$ cat src/rtl/pc_fetch_unit.sv
// pc_fetch_unit: program counter and instruction fetch sequencer.
// Issues one instruction-memory read per instruction over a req/ready
// handshake, holds the fetched word for one execute window, then selects
// the next PC (jump > branch > sequential).
// Optional build macro PC_ALIGN_CHK_EN: misaligned redirect targets are
// rejected (sequential PC is used instead) and addr_err pulses once.
//
// state | meaning
// ------+---------------------------------------------------------------
// BOOT  | first cycle after reset release, no memory request
// FETCH | imem_req high at imem_addr=pc, waiting for imem_ready
// EXEC  | instr valid for decode; leaves on stall=0 with pc update
module pc_fetch_unit #(
    parameter logic [31:0] RESET_PC = 32'h0000_0000,
    parameter int unsigned PC_STEP  = 4
) (
    input  logic        clk,
    input  logic        rst,
    input  logic        stall,
    input  logic        branch_taken,
    input  logic [31:0] branch_target,
    input  logic        jump,
    input  logic [31:0] jump_target,
    output logic        imem_req,
    output logic [31:0] imem_addr,
    input  logic        imem_ready,
    input  logic [31:0] imem_rdata,
    output logic [31:0] instr,
    output logic        instr_valid,
    output logic [31:0] pc_out,
    output logic [31:0] pc_plus4,
    output logic        addr_err
);

    typedef enum logic [1:0] {
        BOOT  = 2'd0,
        FETCH = 2'd1,
        EXEC  = 2'd2
    } state_t;

    localparam logic [31:0] STEP = 32'(PC_STEP);

    state_t      state;
    state_t      state_next;
    logic [31:0] pc;
    logic [31:0] pc_next;
    logic [31:0] instr_next;
    logic [31:0] redirect_pc;
    logic        redirect;

    // Carry out of the adder is discarded, so the PC wraps at 2^32.
    assign pc_plus4  = pc + STEP;
    assign imem_addr = pc;
    assign pc_out    = pc;

    // Redirect selection: jump wins over branch.
    always_comb begin
        redirect    = 1'b0;
        redirect_pc = pc_plus4;
        if (jump) begin
            redirect    = 1'b1;
            redirect_pc = jump_target;
        end else if (branch_taken) begin
            redirect    = 1'b1;
            redirect_pc = branch_target;
        end
    end

`ifdef PC_ALIGN_CHK_EN
    logic addr_err_next;
    logic misaligned;

    assign misaligned = redirect && (redirect_pc[1:0] != 2'b00);
`endif

    // Next-state, next-PC and handshake outputs.
    always_comb begin
        state_next  = state;
        pc_next     = pc;
        instr_next  = instr;
        imem_req    = 1'b0;
        instr_valid = 1'b0;
`ifdef PC_ALIGN_CHK_EN
        addr_err_next = 1'b0;
`endif
        case (state)
            BOOT: begin
                state_next = FETCH;
            end
            FETCH: begin
                imem_req = 1'b1;
                if (imem_ready) begin
                    instr_next = imem_rdata;
                    state_next = EXEC;
                end
            end
            EXEC: begin
                instr_valid = 1'b1;
                if (!stall) begin
                    state_next = FETCH;
`ifdef PC_ALIGN_CHK_EN
                    if (misaligned) begin
                        pc_next       = pc_plus4;
                        addr_err_next = 1'b1;
                    end else begin
                        pc_next = redirect_pc;
                    end
`else
                    pc_next = redirect_pc;
`endif
                end
            end
            default: begin
                state_next = BOOT;
            end
        endcase
    end

    // State, PC and instruction registers; reset abandons any transaction.
    always_ff @(posedge clk or posedge rst) begin
        if (rst) begin
            state <= BOOT;
            pc    <= RESET_PC;
            instr <= 32'h0000_0000;
        end else begin
            state <= state_next;
            pc    <= pc_next;
            instr <= instr_next;
        end
    end

`ifdef PC_ALIGN_CHK_EN
    // Error pulse lands in the first FETCH cycle after the rejected redirect.
    always_ff @(posedge clk or posedge rst) begin
        if (rst) begin
            addr_err <= 1'b0;
        end else begin
            addr_err <= addr_err_next;
        end
    end
`else
    assign addr_err = 1'b0;
`endif

endmodule
$ cat config.mk
export PLATFORM = sky130hd
export DESIGN_NAME = pc_fetch_unit
export DESIGN_NICKNAME = d
export VERILOG_FILES = /design/src/rtl/pc_fetch_unit.sv
export SDC_FILE = /design/constraint.sdc
export NUM_CORES = 1
export LEC_CHECK = 0
export BUFFER_PORTS_ARGS = -buffer_cell sky130_fd_sc_hd__buf_2
export CAP_MARGIN = 15
export CORE_MARGIN = 2
export CORE_UTILIZATION = 42
export CTS_BUF_LIST = sky130_fd_sc_hd__clkbuf_8
export CTS_CLUSTER_SIZE = 14
export DETAILED_ROUTE_END_ITERATION = 12
export GPL_ROUTABILITY_DRIVEN = 0
export GPL_TIMING_DRIVEN = 0
export PLACE_DENSITY_LB_ADDON = 0.08
export SKIP_LAST_GASP = 1
export SLEW_MARGIN = 20
export SYNTH_ARGS = -nofsm -noshare
export SYNTH_HDL_FRONTEND = slang
export SYNTH_SLANG_ARGS = --single-unit
export TNS_END_PERCENT = 50
$ cat constraint.sdc
create_clock -name clk -period 1.9 [get_ports clk]
set_input_delay 0.38 -clock clk [delete_from_list [all_inputs] [get_ports clk]]
set_output_delay 0.38 -clock clk [all_outputs]
set_load 0.01 [all_outputs]
== Yosys cells after proc, flatten, opt, wreduce, memory -nomap -nowiden ==
Index checks and enable logic that the tools add are counted.
W data, S select, Z words.
Storage, ports and cells
  flip-flop bits (word level): 66
  bits in latches: 0
  memory bits (writable): 0
  bits in read-only memories: 0
  bits of input ports: 102
  memories kept: 0
Cells by class
  add/sub/neg operators: 1
  multiply operators: 0
  divide/modulo/power cells: 0
  order comparisons: 0
  equal/unequal tests: 4
  shift-type cells: 0
  muxes and demuxes: 7
  bitwise logic cells: 1
  reduce and logical (&&, ||, !) cells: 4
Operators with widths (count)
  $mux W32: 2
  $add A32 B3 Y32 const B: 1
  $pmux W2 S3: 1
  $reduce_and A2 Y1: 3
  $mux W2: 2
  $ne A2 B2 Y1 const B: 2
  $eq A2 B1 Y1 const B: 1
  $eq A2 B2 Y1 const B: 1
  $logic_not A2 Y1: 1
  $mux W1: 2
  $not A1 Y1: 1

== Depth between registers and ports, before layout ==
  word-level depth: 3
  depth in mapped cells: 7
  gate-level depth less buffers: 5

== Worst setup path after synthesis ==
Ideal clock, no wire load.
  path type: register to output
  start: register pc[2], in the netlist imem_addr[2]
  end: output port pc_plus4[30]
  arrival: 1.891 ns
  slack: -0.371 ns
  stages on the path, launching flop included: 6
  buffers on the path: 0
  cells stage by stage: dfrtp_1 -> ha_1 -> nand3_2 -> nor4_2 -> and3_2 -> xor2_1
Between the ends
  longest elaborated chain between the ends: 1
RTL lines
  from (decl): line 45  | logic [31:0] pc;
  from (signal assigned): line 127  | pc <= pc_next;
  $add A32 B3 Y32: line 52  | assign pc_plus4 = pc + STEP;
  to (decl): line 31  | output logic [31:0] pc_plus4,
Every way passes these cells.

== Worst setup path after layout ==
  start: register pc[10], in the netlist imem_addr[10]
  end: output port pc_plus4[21]
Same word-level chain as after synthesis.

==> metrics <==
outcome finished, violations left; failing checks negative setup slack; setup ws final -559 ps; Synth async-reset ratio 100%; Switching Fraction about two fifths; # rows 37; vias 4969; worst hold path stage count 2; residual DRC count 0; PortBufs 230; share of post-route cells with drive strength above 1 between 60% and 70%; max_cap viols 0; crit path max fanout 8; Layout Nets 883; Area Growth Syn to Fin 61.0%; Initial Util between 40% and 50%; Synth top cells by count 66 x dfrtp_1, 36 x buf_4, 32 x mux2_2, 32 x nand2_1, 32 x o21ai_0; DIE HEIGHT between 100 and 150 um; post-route setup TNS -10070 ps; total die area approximately 11000 um2; final hold violations 0; io pins about 230; Int Pwr about 6.4 mW; largest net degree at the start of global routing 32; most frequent cell after synthesis dfrtp_1; synth unique cells 63; Max Fclk around 0.41 GHz; synth warn 0; fill count between 800 and 900; Logic pwr share approximately three fifths; non-filler cells, final 922; Worst-Margin Slew 662 ps; # setup viols final 29; crit path time final 2460 ps; GRT overflow 0; routed len/inst between 15 and 20 um; Hold EP state[0]; number of global-route vias before repair 4918; min-delay src imem_ready; Initial DRC Count around 200; multi-input logic area roughly 2500 um2; Hold Crit Class primary input to flip-flop; clk sinks between 60 and 70; first drt pass iteration count 6; top post-synthesis cells by area dfrtp_1 38%, mux2_2 8.3%, buf_4 6.2%, o21ai_0 3.7%, nand2_1 2.8%; WL final 16500 um; first-pass GRT wire length approximately 25000 um; R2R setup slack -110 ps; syn_nets roughly 570; RSZ-0062 raised after global routing yes; Synth Flop Type dfrtp_1; gr usage total 28.4%; PD cells 1540 nW/um2; WHS 225 ps; Avg Vias per Cell between 5 and 6; Clk pwr share 13.4%; IR drop worst, VDD approximately 0.00084 V; Synth Cell Area roughly 4400 um2; placed wire-length estimate approximately 11000 um; placed insts 831; #FFs+latches synth 66; pre-CTS setup slack -467 ps; post-synth top area share around 38%; Max Root-Sink Buffers 2; Worst-Skew Late Latency 350 ps; EDFF count, synth 0; Inserted Clock Buffers 9; sequential power share about a quarter; clock-pin slew on the worst setup and hold paths 80 ps; Critical R2R Capture imem_addr[16]; Switch Pwr approximately 4.4 mW; initial antenna violation count 2; post-synthesis cell count 463; Root Buffer clkbuf_8; Final Skew 15.5 ps; worst path required time roughly 1500 ps; crit path DAT ~2100 ps; CTS tree yes; Leak Pwr between 3 and 4 nW; r2r startpoint imem_addr[2]; Die Wd approximately 110 um; post-synth top area cell dfrtp_1; Seq. cell area 1670 um2; ratio of final minimum period to clock period 129%; H-Tree Depth 3; R2R depth 7; register area share after synthesis 38.0%; Final Slew Violations 0; CP endpoint kind output port; Worst slew margin between 50% and 60%; Antenna Nets Post-Route 0; average size of a mapped cell around 9.4 um2; crit path launch type flip-flop; crit path kind flip-flop to output port; area of the core 10200 um2
[cells by family after synthesis]
| group | Yosys count | synth area share, % |
|---|---|---|
| muxes | 35 | 8.97 |
| and+or+nand+nor | 139 | 19.1 |
| xor gates and xnor gates | 26 | 5.23 |
| other | 1 | 0.0862 |
| buffers and inverters | 83 | 10.6 |
| adders and majority gates | 1 | 0.287 |
| AOI/OAI and AO/OA | 112 | 17.8 |
| DFF | 66 | 38.0 |
[critical path: stages, from the launching register on]
cell     delay [ps]
dfrtp_1         380
buf_6           150
nand3_1         190
nor4_4          450
nand2_1         180
xnor2_1         210
buf_2           160
[area by class of cell]
class | instances | area share (%)
diodes | 1 | 0.0357
inverters | 8 | 0.482
clock buffers | 9 | 1.77
well taps | 136 | 2.43
plain buffers | 73 | 7.53
clock inverters | 7 | 1.57
multi-input cells | 314 | 36.2
flip-flops and latches | 66 | 23.9
repair buffers | 308 | 26.1
[what timing repair did]
action	in CTS	in global routing
setup buffers	50	25
setup endpoints to repair	58	71
gates cloned	0	0
gates resized for setup	56	25
pin swaps	33	22
hold endpoints to repair	9	0
hold buffers	1	0
[layout by cell type, fill, tap and decap left out, types with 4 or more instances in the layout]
master,n
a21oi_1,15
a22o_1,4
a22oi_1,14
a311o_1,6
and3_1,4
and3_4,4
and4_4,5
buf_1,4
buf_2,231
buf_4,100
buf_6,22
clkbuf_1,15
clkbuf_8,9
dfrtp_1,50
dfrtp_2,16
inv_1,9
mux2_2,32
nand2_1,30
nand3_1,6
nand4_1,9
nor2_1,10
nor2_4,4
nor2b_1,7
nor3_1,13
nor4_1,5
nor4_4,4
o211ai_1,6
o21ai_0,32
o22ai_1,4
o2bb2ai_1,5
or3_1,7
xnor2_1,6
xnor2_2,7
xor2_1,10
[routing by layer]
metal  track usage, %  up-vias  share of wire [%]  wire length, um
li1                 -     2289                  -                -
met1             34.6     2387                 39             6470
met2             47.9      257                 49             8090
met3             7.54       36                8.7             1430
met4             11.2        0                2.8              466
met5                0        -                  0                0
[flip-flops by register name, indices dropped and copies added (netlist names)]
name and cells:
imem_addr 32, instr 32, state 2
[power by group through the flow]
stage | registers (mW) | clock network (mW) | logic (mW)
3_5_place_dp | 2.90 | 0 | 5.33
4_1_cts | 2.79 | 1.46 | 6.19
6_report | 2.82 | 1.45 | 6.55
2_1_floorplan | 3.09 | 0 | 3.09
3_3_place_gp | 2.84 | 0 | 5.24
5_1_grt | 2.93 | 1.53 | 7.06
[worst max-delay path by stage]
| stage | startpoint | end | slack [ps] | cells after the start |
|---|---|---|---|---|
| after floorplan | imem_addr[2] | pc_plus4[28] | -100 | 5 |
| after global placement | stall | imem_addr[0] | -400 | 6 |
| final | imem_addr[10] | pc_plus4[21] | -560 | 6 |
| after CTS | imem_addr[6] | pc_plus4[26] | -520 | 7 |
| after global routing | imem_addr[10] | pc_plus4[21] | -620 | 6 |
| after detailed placement | stall | imem_addr[0] | -470 | 6 |
[through the flow]
stage                     area, um2  power, mW  util (%)
after detailed placement       5880       8.22      57.7
final                          7010       10.8      68.8
after floorplan                4510       6.18         -
after CTS                      6700       10.4      65.8
after global routing           7010       11.5      68.8
after global placement         5840       8.08      57.3
Note: power is estimated with default switching activity, not from simulation.
